==> src/rtl/multicycle_control_unit_pkg.sv <==
`default_nettype none
// +--------------------------------------------------------------------------+
// | Package    : ctrl_pkg                                                    |
// | Description: Shared types and encodings for multicycle_control_unit.     |
// |              Macro DP_EXT_OPS_EN adds the EOR and CMP data-processing    |
// |              commands to the decoder.                                    |
// | Revision   : 1.0                                                         |
// +--------------------------------------------------------------------------+
package ctrl_pkg;

    typedef enum logic [3:0] {
        S_FETCH  = 4'd0,
        S_DECODE = 4'd1,
        S_MEMADR = 4'd2,
        S_MEMRD  = 4'd3,
        S_MEMWB  = 4'd4,
        S_MEMWR  = 4'd5,
        S_EXECR  = 4'd6,
        S_EXECI  = 4'd7,
        S_ALUWB  = 4'd8,
        S_BRANCH = 4'd9
    } state_t;

    localparam logic [2:0] C_ALU_ADD = 3'b000;
    localparam logic [2:0] C_ALU_SUB = 3'b001;
    localparam logic [2:0] C_ALU_AND = 3'b010;
    localparam logic [2:0] C_ALU_ORR = 3'b011;
    localparam logic [2:0] C_ALU_EOR = 3'b100;

    localparam logic [1:0] C_RES_ALUOUT    = 2'b00;
    localparam logic [1:0] C_RES_DATA      = 2'b01;
    localparam logic [1:0] C_RES_ALURESULT = 2'b10;

    localparam logic [1:0] C_SRCA_REG  = 2'b00;
    localparam logic [1:0] C_SRCA_PC   = 2'b01;
    localparam logic [1:0] C_SRCB_REG  = 2'b00;
    localparam logic [1:0] C_SRCB_IMM  = 2'b01;
    localparam logic [1:0] C_SRCB_FOUR = 2'b10;

    localparam logic [1:0] C_IMM_DP  = 2'b00;
    localparam logic [1:0] C_IMM_MEM = 2'b01;
    localparam logic [1:0] C_IMM_BR  = 2'b10;

    localparam logic [1:0] C_REGSRC_BR  = 2'b01;
    localparam logic [1:0] C_REGSRC_STR = 2'b10;

    localparam logic [3:0] C_CMD_AND = 4'b0000;
    localparam logic [3:0] C_CMD_EOR = 4'b0001;
    localparam logic [3:0] C_CMD_SUB = 4'b0010;
    localparam logic [3:0] C_CMD_ADD = 4'b0100;
    localparam logic [3:0] C_CMD_CMP = 4'b1010;
    localparam logic [3:0] C_CMD_ORR = 4'b1100;

    localparam logic [3:0] C_COND_EQ = 4'b0000;
    localparam logic [3:0] C_COND_NE = 4'b0001;
    localparam logic [3:0] C_COND_CS = 4'b0010;
    localparam logic [3:0] C_COND_CC = 4'b0011;
    localparam logic [3:0] C_COND_MI = 4'b0100;
    localparam logic [3:0] C_COND_PL = 4'b0101;
    localparam logic [3:0] C_COND_VS = 4'b0110;
    localparam logic [3:0] C_COND_VC = 4'b0111;
    localparam logic [3:0] C_COND_HI = 4'b1000;
    localparam logic [3:0] C_COND_LS = 4'b1001;
    localparam logic [3:0] C_COND_GE = 4'b1010;
    localparam logic [3:0] C_COND_LT = 4'b1011;
    localparam logic [3:0] C_COND_GT = 4'b1100;
    localparam logic [3:0] C_COND_LE = 4'b1101;
    localparam logic [3:0] C_COND_AL = 4'b1110;

    // wb_en clear means the result never reaches the register file or PC.
    typedef struct packed {
        logic       supported;
        logic [2:0] alu_ctrl;
        logic       wr_cv;
        logic       wb_en;
    } dp_dec_t;

    function automatic dp_dec_t dp_decode(input logic [3:0] cmd);
        dp_dec_t d;
        d = '{supported: 1'b0, alu_ctrl: C_ALU_ADD, wr_cv: 1'b0, wb_en: 1'b0};
        case (cmd)
            C_CMD_ADD: d = '{1'b1, C_ALU_ADD, 1'b1, 1'b1};
            C_CMD_SUB: d = '{1'b1, C_ALU_SUB, 1'b1, 1'b1};
            C_CMD_AND: d = '{1'b1, C_ALU_AND, 1'b0, 1'b1};
            C_CMD_ORR: d = '{1'b1, C_ALU_ORR, 1'b0, 1'b1};
`ifdef DP_EXT_OPS_EN
            C_CMD_EOR: d = '{1'b1, C_ALU_EOR, 1'b0, 1'b1};
            C_CMD_CMP: d = '{1'b1, C_ALU_SUB, 1'b1, 1'b0};
`endif
            default: ;
        endcase
        return d;
    endfunction

endpackage
`default_nettype wire

==> src/rtl/multicycle_control_unit_if.sv <==
`default_nettype none
// +--------------------------------------------------------------------------+
// | Interface  : multicycle_control_unit_if                                  |
// | Description: Instruction fields, ALU flags and datapath controls.        |
// | Revision   : 1.0                                                         |
// +--------------------------------------------------------------------------+
interface multicycle_control_unit_if #(
    parameter int ALUCTRL_W = 3
);
    logic [3:0]           Cond;
    logic [1:0]           Op;
    logic [5:0]           Funct;
    logic [3:0]           Rd;
    logic [3:0]           ALUFlags;
    logic                 PCWrite;
    logic                 MemWrite;
    logic                 RegWrite;
    logic                 IRWrite;
    logic                 AdrSrc;
    logic [1:0]           ResultSrc;
    logic [1:0]           ALUSrcA;
    logic [1:0]           ALUSrcB;
    logic [1:0]           ImmSrc;
    logic [1:0]           RegSrc;
    logic [ALUCTRL_W-1:0] ALUControl;
    logic [3:0]           Flags;
    logic [3:0]           State;

    modport master (
        input  Cond, Op, Funct, Rd, ALUFlags,
        output PCWrite, MemWrite, RegWrite, IRWrite, AdrSrc,
        output ResultSrc, ALUSrcA, ALUSrcB, ImmSrc, RegSrc,
        output ALUControl, Flags, State
    );

    modport slave (
        output Cond, Op, Funct, Rd, ALUFlags,
        input  PCWrite, MemWrite, RegWrite, IRWrite, AdrSrc,
        input  ResultSrc, ALUSrcA, ALUSrcB, ImmSrc, RegSrc,
        input  ALUControl, Flags, State
    );
endinterface
`default_nettype wire

==> src/rtl/multicycle_control_unit_cond_check.sv <==
`default_nettype none
// +--------------------------------------------------------------------------+
// | Module     : cond_check                                                  |
// | Description: NZCV flag register and ARM condition evaluation into CondEx.|
// | Revision   : 1.0                                                         |
// +--------------------------------------------------------------------------+
module cond_check
    import ctrl_pkg::*;
#(
    parameter int COND_EN = 1
) (
    input  wire       clk,
    input  wire       rst_n,
    input  wire [3:0] i_cond,
    input  wire [3:0] i_alu_flags,
    input  wire       i_condex_load,
    input  wire       i_wr_nz,
    input  wire       i_wr_cv,
    output logic [3:0] o_flags,
    output logic       o_condex
);

    logic [3:0] r_flags_q;
    logic [3:0] w_flags_d;
    logic       r_condex_q;
    logic       w_condex_d;
    logic       w_cond_eval;
    logic       w_cond_true;
    logic       w_n, w_z, w_c, w_v;

    assign {w_n, w_z, w_c, w_v} = r_flags_q;

    always_comb begin
        w_cond_eval = 1'b0;
        case (i_cond)
            C_COND_EQ: w_cond_eval = w_z;
            C_COND_NE: w_cond_eval = ~w_z;
            C_COND_CS: w_cond_eval = w_c;
            C_COND_CC: w_cond_eval = ~w_c;
            C_COND_MI: w_cond_eval = w_n;
            C_COND_PL: w_cond_eval = ~w_n;
            C_COND_VS: w_cond_eval = w_v;
            C_COND_VC: w_cond_eval = ~w_v;
            C_COND_HI: w_cond_eval = w_c & ~w_z;
            C_COND_LS: w_cond_eval = ~w_c | w_z;
            C_COND_GE: w_cond_eval = (w_n == w_v);
            C_COND_LT: w_cond_eval = (w_n != w_v);
            C_COND_GT: w_cond_eval = ~w_z & (w_n == w_v);
            C_COND_LE: w_cond_eval = w_z | (w_n != w_v);
            C_COND_AL: w_cond_eval = 1'b1;
            default:   w_cond_eval = 1'b0;
        endcase
    end

    generate
        if (COND_EN != 0) begin : g_cond_on
            assign w_cond_true = w_cond_eval;
        end else begin : g_cond_off
            assign w_cond_true = 1'b1;
        end
    endgenerate

    always_comb begin
        w_flags_d = r_flags_q;
        if (i_wr_nz) w_flags_d[3:2] = i_alu_flags[3:2];
        if (i_wr_cv) w_flags_d[1:0] = i_alu_flags[1:0];
        w_condex_d = i_condex_load ? w_cond_true : r_condex_q;
    end

    always_ff @(posedge clk or negedge rst_n) begin
        if (!rst_n) begin
            r_flags_q  <= 4'b0000;
            r_condex_q <= 1'b0;
        end else begin
            r_flags_q  <= w_flags_d;
            r_condex_q <= w_condex_d;
        end
    end

    assign o_flags  = r_flags_q;
    assign o_condex = r_condex_q;

endmodule
`default_nettype wire

==> src/rtl/multicycle_control_unit.sv <==
`default_nettype none
// +--------------------------------------------------------------------------+
// | Module     : multicycle_control_unit                                     |
// | Description: Multicycle ARM-subset control FSM. Macro DP_EXT_OPS_EN      |
// |              enables EOR/CMP decode (see ctrl_pkg::dp_decode).           |
// | Revision   : 1.0                                                         |
// +--------------------------------------------------------------------------+
module multicycle_control_unit
    import ctrl_pkg::*;
#(
    parameter int ALUCTRL_W = 3,
    parameter int COND_EN   = 1
) (
    input  wire                       clk,
    input  wire                       rst_n,
    multicycle_control_unit_if.master mcu
);

    state_t     r_state_q;
    state_t     w_state_d;
    dp_dec_t    w_dp;
    logic       w_condex;
    logic       w_rd_is_pc;
    logic       w_condex_load;
    logic       w_flag_wr_nz;
    logic       w_flag_wr_cv;
    logic       w_pc_write, w_mem_write, w_reg_write, w_ir_write, w_adr_src;
    logic [1:0] w_result_src, w_alu_src_a, w_alu_src_b, w_imm_src, w_reg_src;
    logic [2:0] w_alu_ctrl;

    assign w_dp       = dp_decode(mcu.Funct[4:1]);
    assign w_rd_is_pc = (mcu.Rd == 4'hF);

    cond_check #(
        .COND_EN(COND_EN)
    ) u_cond_check (
        .clk          (clk),
        .rst_n        (rst_n),
        .i_cond       (mcu.Cond),
        .i_alu_flags  (mcu.ALUFlags),
        .i_condex_load(w_condex_load),
        .i_wr_nz      (w_flag_wr_nz),
        .i_wr_cv      (w_flag_wr_cv),
        .o_flags      (mcu.Flags),
        .o_condex     (w_condex)
    );

    always_ff @(posedge clk or negedge rst_n) begin
        if (!rst_n) r_state_q <= S_FETCH;
        else        r_state_q <= w_state_d;
    end

    always_comb begin
        w_state_d = S_FETCH;
        case (r_state_q)
            S_FETCH:  w_state_d = S_DECODE;
            S_DECODE: begin
                case (mcu.Op)
                    2'b01:   w_state_d = S_MEMADR;
                    2'b00:   w_state_d = mcu.Funct[5] ? S_EXECI : S_EXECR;
                    2'b10:   w_state_d = S_BRANCH;
                    default: w_state_d = S_FETCH;
                endcase
            end
            S_MEMADR: w_state_d = mcu.Funct[0] ? S_MEMRD : S_MEMWR;
            S_MEMRD:  w_state_d = S_MEMWB;
            S_EXECR,
            S_EXECI:  w_state_d = S_ALUWB;
            default:  w_state_d = S_FETCH;
        endcase
    end

    always_comb begin
        w_pc_write    = 1'b0;
        w_mem_write   = 1'b0;
        w_reg_write   = 1'b0;
        w_ir_write    = 1'b0;
        w_adr_src     = 1'b0;
        w_result_src  = 2'b00;
        w_alu_src_a   = 2'b00;
        w_alu_src_b   = 2'b00;
        w_imm_src     = 2'b00;
        w_reg_src     = 2'b00;
        w_alu_ctrl    = C_ALU_ADD;
        w_condex_load = 1'b0;
        w_flag_wr_nz  = 1'b0;
        w_flag_wr_cv  = 1'b0;
        case (r_state_q)
            S_FETCH: begin
                w_ir_write   = 1'b1;
                w_pc_write   = 1'b1;
                w_alu_src_a  = C_SRCA_PC;
                w_alu_src_b  = C_SRCB_FOUR;
                w_result_src = C_RES_ALURESULT;
            end
            S_DECODE: begin
                w_alu_src_a   = C_SRCA_PC;
                w_alu_src_b   = C_SRCB_FOUR;
                w_result_src  = C_RES_ALURESULT;
                w_condex_load = 1'b1;
            end
            S_MEMADR: begin
                w_alu_src_a = C_SRCA_REG;
                w_alu_src_b = C_SRCB_IMM;
                w_imm_src   = C_IMM_MEM;
            end
            S_MEMRD: w_adr_src = 1'b1;
            S_MEMWB: begin
                w_result_src = C_RES_DATA;
                w_reg_write  = w_condex;
            end
            S_MEMWR: begin
                w_adr_src   = 1'b1;
                w_reg_src   = C_REGSRC_STR;
                w_mem_write = w_condex;
            end
            S_EXECR, S_EXECI: begin
                w_alu_src_a  = C_SRCA_REG;
                w_alu_src_b  = (r_state_q == S_EXECI) ? C_SRCB_IMM : C_SRCB_REG;
                w_imm_src    = C_IMM_DP;
                w_alu_ctrl   = w_dp.alu_ctrl;
                // CondEx was captured in DECODE, so this update cannot alter ALUWB.
                w_flag_wr_nz = mcu.Funct[0] & w_condex & w_dp.supported;
                w_flag_wr_cv = mcu.Funct[0] & w_condex & w_dp.supported & w_dp.wr_cv;
            end
            S_ALUWB: begin
                w_result_src = C_RES_ALUOUT;
                w_reg_write  = w_condex & w_dp.wb_en & ~w_rd_is_pc;
                w_pc_write   = w_condex & w_dp.wb_en & w_rd_is_pc;
            end
            S_BRANCH: begin
                w_alu_src_a  = C_SRCA_REG;
                w_alu_src_b  = C_SRCB_IMM;
                w_imm_src    = C_IMM_BR;
                w_reg_src    = C_REGSRC_BR;
                w_result_src = C_RES_ALURESULT;
                w_pc_write   = w_condex;
            end
            default: ;
        endcase
    end

    // Strobes are gated directly by rst_n so nothing is written while reset is held.
    assign mcu.PCWrite    = w_pc_write  & rst_n;
    assign mcu.MemWrite   = w_mem_write & rst_n;
    assign mcu.RegWrite   = w_reg_write & rst_n;
    assign mcu.IRWrite    = w_ir_write  & rst_n;
    assign mcu.AdrSrc     = w_adr_src;
    assign mcu.ResultSrc  = w_result_src;
    assign mcu.ALUSrcA    = w_alu_src_a;
    assign mcu.ALUSrcB    = w_alu_src_b;
    assign mcu.ImmSrc     = w_imm_src;
    assign mcu.RegSrc     = w_reg_src;
    assign mcu.ALUControl = ALUCTRL_W'(w_alu_ctrl);
    assign mcu.State      = r_state_q;

endmodule
`default_nettype wire
==> src/flat_wrapper.sv <==
// flat-port wrapper written by rule: the top's interface ports become plain ports
module multicycle_control_unit_flat import ctrl_pkg::*;
#(
    parameter int ALUCTRL_W = 3,
    parameter int COND_EN   = 1
)
  (clk, rst_n, mcu_Cond, mcu_Op, mcu_Funct, mcu_Rd, mcu_ALUFlags, mcu_PCWrite, mcu_MemWrite, mcu_RegWrite, mcu_IRWrite, mcu_AdrSrc, mcu_ResultSrc, mcu_ALUSrcA, mcu_ALUSrcB, mcu_ImmSrc, mcu_RegSrc, mcu_ALUControl, mcu_Flags, mcu_State);
  multicycle_control_unit_if #(.ALUCTRL_W(ALUCTRL_W)) mcu_i ();
  input  wire clk;
  input  wire rst_n;
  input wire logic [$bits(mcu_i.Cond)-1:0] mcu_Cond;
  input wire logic [$bits(mcu_i.Op)-1:0] mcu_Op;
  input wire logic [$bits(mcu_i.Funct)-1:0] mcu_Funct;
  input wire logic [$bits(mcu_i.Rd)-1:0] mcu_Rd;
  input wire logic [$bits(mcu_i.ALUFlags)-1:0] mcu_ALUFlags;
  output wire logic [$bits(mcu_i.PCWrite)-1:0] mcu_PCWrite;
  output wire logic [$bits(mcu_i.MemWrite)-1:0] mcu_MemWrite;
  output wire logic [$bits(mcu_i.RegWrite)-1:0] mcu_RegWrite;
  output wire logic [$bits(mcu_i.IRWrite)-1:0] mcu_IRWrite;
  output wire logic [$bits(mcu_i.AdrSrc)-1:0] mcu_AdrSrc;
  output wire logic [$bits(mcu_i.ResultSrc)-1:0] mcu_ResultSrc;
  output wire logic [$bits(mcu_i.ALUSrcA)-1:0] mcu_ALUSrcA;
  output wire logic [$bits(mcu_i.ALUSrcB)-1:0] mcu_ALUSrcB;
  output wire logic [$bits(mcu_i.ImmSrc)-1:0] mcu_ImmSrc;
  output wire logic [$bits(mcu_i.RegSrc)-1:0] mcu_RegSrc;
  output wire logic [$bits(mcu_i.ALUControl)-1:0] mcu_ALUControl;
  output wire logic [$bits(mcu_i.Flags)-1:0] mcu_Flags;
  output wire logic [$bits(mcu_i.State)-1:0] mcu_State;
  assign mcu_i.Cond = mcu_Cond;
  assign mcu_i.Op = mcu_Op;
  assign mcu_i.Funct = mcu_Funct;
  assign mcu_i.Rd = mcu_Rd;
  assign mcu_i.ALUFlags = mcu_ALUFlags;
  assign mcu_PCWrite = mcu_i.PCWrite;
  assign mcu_MemWrite = mcu_i.MemWrite;
  assign mcu_RegWrite = mcu_i.RegWrite;
  assign mcu_IRWrite = mcu_i.IRWrite;
  assign mcu_AdrSrc = mcu_i.AdrSrc;
  assign mcu_ResultSrc = mcu_i.ResultSrc;
  assign mcu_ALUSrcA = mcu_i.ALUSrcA;
  assign mcu_ALUSrcB = mcu_i.ALUSrcB;
  assign mcu_ImmSrc = mcu_i.ImmSrc;
  assign mcu_RegSrc = mcu_i.RegSrc;
  assign mcu_ALUControl = mcu_i.ALUControl;
  assign mcu_Flags = mcu_i.Flags;
  assign mcu_State = mcu_i.State;
  multicycle_control_unit #(.ALUCTRL_W(ALUCTRL_W), .COND_EN(COND_EN)) u_core (.clk(clk), .rst_n(rst_n), .mcu(mcu_i));
endmodule
==> config.mk <==
export PLATFORM = sky130hd
export DESIGN_NAME = multicycle_control_unit_flat
export DESIGN_NICKNAME = d
export VERILOG_FILES = /design/src/rtl/multicycle_control_unit_pkg.sv /design/src/rtl/multicycle_control_unit_if.sv /design/src/rtl/multicycle_control_unit_cond_check.sv /design/src/rtl/multicycle_control_unit.sv /design/src/flat_wrapper.sv
export SDC_FILE = /design/constraint.sdc
export NUM_CORES = 1
export LEC_CHECK = 0
export BUFFER_PORTS_ARGS = -buffer_cell sky130_fd_sc_hd__buf_2
export CAP_MARGIN = 20
export CORE_MARGIN = 5
export CORE_UTILIZATION = 44
export CTS_CLUSTER_DIAMETER = 30
export CTS_CLUSTER_SIZE = 40
export DETAILED_ROUTE_END_ITERATION = 16
export PLACE_DENSITY = 0.9
export SKIP_LAST_GASP = 1
export SLEW_MARGIN = 20
export SYNTH_ARGS = -nofsm -noshare
export SYNTH_HDL_FRONTEND = slang
export SYNTH_SLANG_ARGS = --single-unit
==> constraint.sdc <==
create_clock -name clk -period 2.3 [get_ports clk]
set_clock_uncertainty 0.05 [all_clocks]
set_input_delay 0.115 -clock clk [delete_from_list [all_inputs] [get_ports clk]]
set_output_delay 0.115 -clock clk [all_outputs]
set_load 0.01 [all_outputs]
**Yosys cells after proc, flatten, opt, wreduce, memory -nomap -nowiden**

Cells that the tools add are included.

- Output and inout bits: 26
- Word-level logic and storage cells: 84
- Input bits: 22
- Register bits after elaboration: 9

- Equal/unequal tests: 31
- Bitwise logic cells: 19
- Reduce and logical (&&, ||, !) cells: 9
- Multiplexer cells: 21

Operator list:

| operator | count |
|---|---|
| $eq 4x4->1 const B | 11 |
| $eq 4x3->1 const B | 9 |
| $pmux 6 s4 | 1 |
| $eq 4x2->1 const B | 5 |
| $pmux 4 s5 | 1 |
| $pmux 1 s15 | 1 |
| $and 1x1->1 | 12 |
| $logic_not 4->1 | 3 |
| $pmux 2 s2 | 3 |
| $pmux 4 s3 | 1 |
| $mux 1 | 9 |
| $eq 4x1->1 const B | 2 |
| $reduce_or 2->1 | 4 |
| $mux 3 | 2 |
| $pmux 2 s3 | 1 |
| $not 1->1 | 5 |
| $pmux 1 s3 | 1 |
| $reduce_or 3->1 | 1 |
| $eq 2x1->1 const B | 1 |
| $eq 2x2->1 const B | 1 |
| $logic_not 2->1 | 1 |
| $or 1x1->1 | 2 |
| $pmux 1 s2 | 1 |
| $eq 1x1->1 | 1 |
| $ne 1x1->1 | 1 |

**Longest topological paths before layout**

- Depth in word-level cells: 6
- Depth in mapped cells: 6
- Gate-level depth less buffers: 5

**Modules after synthesis**

A second synthesis with hierarchy kept.

- Cells, all modules: 98
- Area, all modules: 834.6 um^2

By module, submodules not included:

| module | area each (um^2) | sequential area each (um^2) | cells each | instances |
|---|---|---|---|---|
| multicycle_control_unit | 488.0 | 100.1 | 66 | 1 |
| cond_check | 346.6 | 125.1 | 32 | 1 |

**Worst setup path before layout**

Ideal clock, no wire load.

- Path kind: reg-to-reg
- Start: register u_core.r_state_q[2], in the netlist u_core.mcu.State[2]
- End: register u_core.u_cond_check.r_flags_q[0], in the netlist u_core.u_cond_check.o_flags[0]
- Arrival: 1.622 ns
- Clock period less this slack: 1.800 ns
- Stages on the path, launching flop included: 6
- Path slack: 0.500 ns
- Path through: dfrtp_1 clkbuf_1 nand3b_4 nor3b_4 nor4b_4 mux2_1

- Cells in the longest elaborated chain, start to end: 3

Ends and longest elaborated chain:

| item | RTL line | source |
|---|---|---|
| start, declared | multicycle_control_unit.sv:19 | `state_t r_state_q;` |
| start signal, assigned | multicycle_control_unit.sv:50 | `else r_state_q <= w_state_d;` |
| $eq 4x3->1 | multicycle_control_unit.sv:88 | `case (r_state_q)` |
| $reduce_or 2->1 (*) | multicycle_control_unit.sv:88 |  |
| $mux 1 (*) | multicycle_control_unit.sv:88 |  |
| end signal, assigned | multicycle_control_unit_cond_check.sv:75 | `r_flags_q <= w_flags_d;` |
| end, declared | multicycle_control_unit_cond_check.sv:23 | `logic [3:0] r_flags_q;` |

Mark *: on every way between the ends. The rest lies on a longest branch, timed or not.
A chain may end at the register's enable or synchronous reset.

**Worst setup path in the final report**

- Start: register u_core.r_state_q[1], in the netlist u_core.mcu.State[1]
- End: register u_core.u_cond_check.r_flags_q[0], in the netlist u_core.u_cond_check.o_flags[0]

Same word-level chain as after synthesis.

==> reports/qor.txt <==
FMAX -> 546 MHz
total length of routed wires -> 2360 um
largest family of logic cells by synthesized area -> simple AND/OR/NAND/NOR gates
LEAKAGE -> 0.000608 uW
final hold vios -> 0
Sink Count -> 9
total gr overflow -> 0
hold buffers post-CTS -> 1
vias in the first global route -> 882
Cells after DPL -> 172
Fill cells -> 186
io pins -> 48
root buf cell -> clkbuf_4
Port Buffer Count -> 45
Die Height -> 55.3 um
die area -> 3060 um2
postcts setup bufs -> 0
clock buffer depth -> 2
Post-Synth XOR/XNOR Area -> 0.0485
Util after Layout -> 0.585
setup TNS -> 0 ns
Crit. End Element -> register
# setup viols final -> 0
global-route wire length before repair -> 3930 um
Slew Limit Fails -> 0
Worst Hold Endpoint -> u_core.u_cond_check.o_flags[1]
CTS H-tree lvls -> 1
Reg2Reg Capture Point -> u_core.u_cond_check.o_flags[0]
Final period util -> 0.796
P_int -> 514 uW
PwrDens -> 834 nW/um2
post-synth top area share -> 0.250
CORE AREA -> 1960 um2
starting density of the core -> 0.460
RSZ-0062 raised after global routing -> false
Multi-input gate area -> 613 um2
Critical Path RT -> 2.40 ns
largest cells by area after synthesis -> dfrtp_1 25%, nor3_1 3.9%, xnor2_1 3.9%
mux contribution to synthesized area -> 0.0888
HP Class -> in2reg
Post-Synth Adder-Cell Area -> 0
post-detailed-route DRC marker count -> 0
largest net degree at the start of global routing -> 16
MaxCap Viol Count -> 0
crit-path max FO -> 15
DR WL/cell -> 13.4 um
drt initial violations -> 31
Comb pwr share -> 0.538
r2r worst-path depth -> 4
synth warn -> 0
post-cts resize count -> 0
drt first pass iters -> 4
non-filler cells, final -> 177
CTS tree -> done
FF+latch count, synth -> 9
row count -> 16
sequential share of the synthesized area -> 0.250
ant diodes -> 0
part of the power in the clock network -> 0.134
layout cells sized above 1 -> 0.373
Area Overhead vs Synth -> 27.3%
CP arrival -> 1.93 ns
Synth Area in Compound Gates -> 0.155
Hold Crit Depth -> 2
antenna violations before repair -> 0
vias -> 988
startpoint types -> register
R2R Setup Slk -> 0.47 ns
routed vias/inst -> 5.58
WS Path Type -> reg2reg
synthesized area -> 902 um2
antenna-violating nets left -> 0
Reg area -> 225 um2
sequential power share -> 0.327
Design Power -> 958 uW
Total GRT Usage -> 0.158
NumNets Final -> 173
CTS buffer count -> 3
library cells used by synthesis -> 40
Mapped Cells -> 110
DP Wirelength -> 1890 um
Net Switching -> 444 uW
status -> finished clean
VDD IR max -> 502 uV
Net Sw Frac -> 0.464
Simple-Gate Fraction of Synth Area -> 0.379
Min Clock Period, post-route -> 1.83 ns
Die W -> 55.3 um
min-delay src -> mcu_ALUFlags[1]
Worst-path clk slew -> 0.06 ns
RR Startpoint -> u_core.mcu.State[1]
RD Place Congestion -> 0.808
Synth area leader -> dfrtp_1
synthesized area per cell -> 8.20 um2
Worst-Skew Late Latency -> 0.27 ns
==> flip-flops by register name (all words and copies together), names as in the netlist <==
name,cells
u_core.u_cond_check.o_flags,4
u_core.u_cond_check.o_condex,1
u_core.mcu.State,4
==> per-stage QoR <==
step | instance area (um2) | hold WS [ns] | setup slack, ns
finish | 1150 | 0.0131 | 0.470
global route | 1150 | 0.00313 | 0.365
CTS | 1150 | 0.0107 | 0.477
detailed placement | 1110 | -0.0562 | 0.486
global placement | 1110 | -0.0548 | 0.544
floorplan | 906 | -0.231 | 0.500
==> worst max-delay path by stage <==
stage | startpoint | slack, ns | end | depth (start not counted)
after detailed placement | u_core.mcu.State[1] | 0.49 | u_core.u_cond_check.o_flags[0] | 4
after floorplan | u_core.mcu.State[2] | 0.50 | u_core.u_cond_check.o_flags[0] | 5
after CTS | u_core.mcu.State[1] | 0.48 | u_core.u_cond_check.o_flags[0] | 4
after global routing | u_core.mcu.State[1] | 0.37 | u_core.u_cond_check.o_flags[1] | 4
final | u_core.mcu.State[1] | 0.47 | u_core.u_cond_check.o_flags[0] | 4
after global placement | u_core.mcu.State[1] | 0.54 | u_core.u_cond_check.o_flags[1] | 4
==> cell type report <==
cell class,count,share of cell area
multi-input combinational,87,0.534
timing repair buffer,46,0.205
sequential,9,0.196
tap,27,0.0294
clock buffer,4,0.0229
inverter,4,0.0131
==> layout by cell type (no fill, tap or decap), types with 2 or more instances in the layout <==
cell	Yosys	final
o311ai_0	2	2
nor3_1	7	7
and3_1	3	3
mux2_2	2	2
clkbuf_4	0	3
o21ai_0	6	6
o21a_1	3	3
nand3_1	2	2
nor4bb_1	2	2
conb_1	1	2
nand2_1	6	6
mux2_1	2	2
mux2i_1	2	2
nor2b_1	5	5
nor3b_1	3	3
dfrtp_1	9	9
buf_2	0	45
a31oi_1	2	2
nand3b_1	3	3
nor2_1	8	8
a21oi_1	5	5
inv_1	4	4
nand2b_1	3	3
xnor2_1	4	4
==> kinds of logic after synthesis <==
kind of cell           after synthesis
AND/OR/NAND/NOR                     51
buffers and inverters               15
XOR/XNOR                             5
AO/OA/AOI/OAI                       22
other                                1
multiplexers                         7
flip-flops                           9
==> cell usage after synthesis (all sizes together) <==
| library cell | n |
|---|---|
| nor4b | 1 |
| nand2 | 6 |
| and3 | 3 |
| o31ai | 1 |
| nor2b | 5 |
| nor2 | 8 |
| xor2 | 1 |
| nand3b | 4 |
| o21a | 3 |
| xnor2 | 4 |
| buf | 4 |
| dfrtp | 9 |
| nor3 | 7 |
| clkbuf | 7 |
| a22oi | 1 |
| nand3 | 2 |
| o21ai | 6 |
| nor4bb | 2 |
| inv | 4 |
| nor4 | 1 |
| o311ai | 2 |
| a311oi | 1 |
| a41oi | 1 |
| nand2b | 3 |
| a21oi | 5 |
| a31oi | 2 |
| conb | 1 |
| or2 | 1 |
| and4b | 1 |
| mux2i | 2 |
| nor3b | 5 |
| mux2 | 5 |
| or3 | 1 |
| nand4 | 1 |
==> per-layer routing <==
| metal | vias up | track usage | routed length (um) |
|---|---|---|---|
| li1 | 475 | - | - |
| met1 | 456 | 0.179 | 916 |
| met2 | 51 | 0.253 | 1150 |
| met5 | - | 0 | 0 |
| met4 | 0 | 0.0660 | 42 |
| met3 | 6 | 0.0746 | 257 |
==> power by group through the flow <==
stage	clock network, uW	logic [uW]	registers [uW]
global placement	0	502	307
CTS	133	518	312
floorplan	0	387	255
detailed placement	0	513	315
global route	142	574	331
finish	129	516	314
==> critical path, cell delays in order, from the launching register on <==
cell	delay, ns
dfrtp_1	0.63
nand3b_4	0.16
nor3b_4	0.25
nor4b_4	0.27
mux2_1	0.34
(Power assumes the default switching activity.)
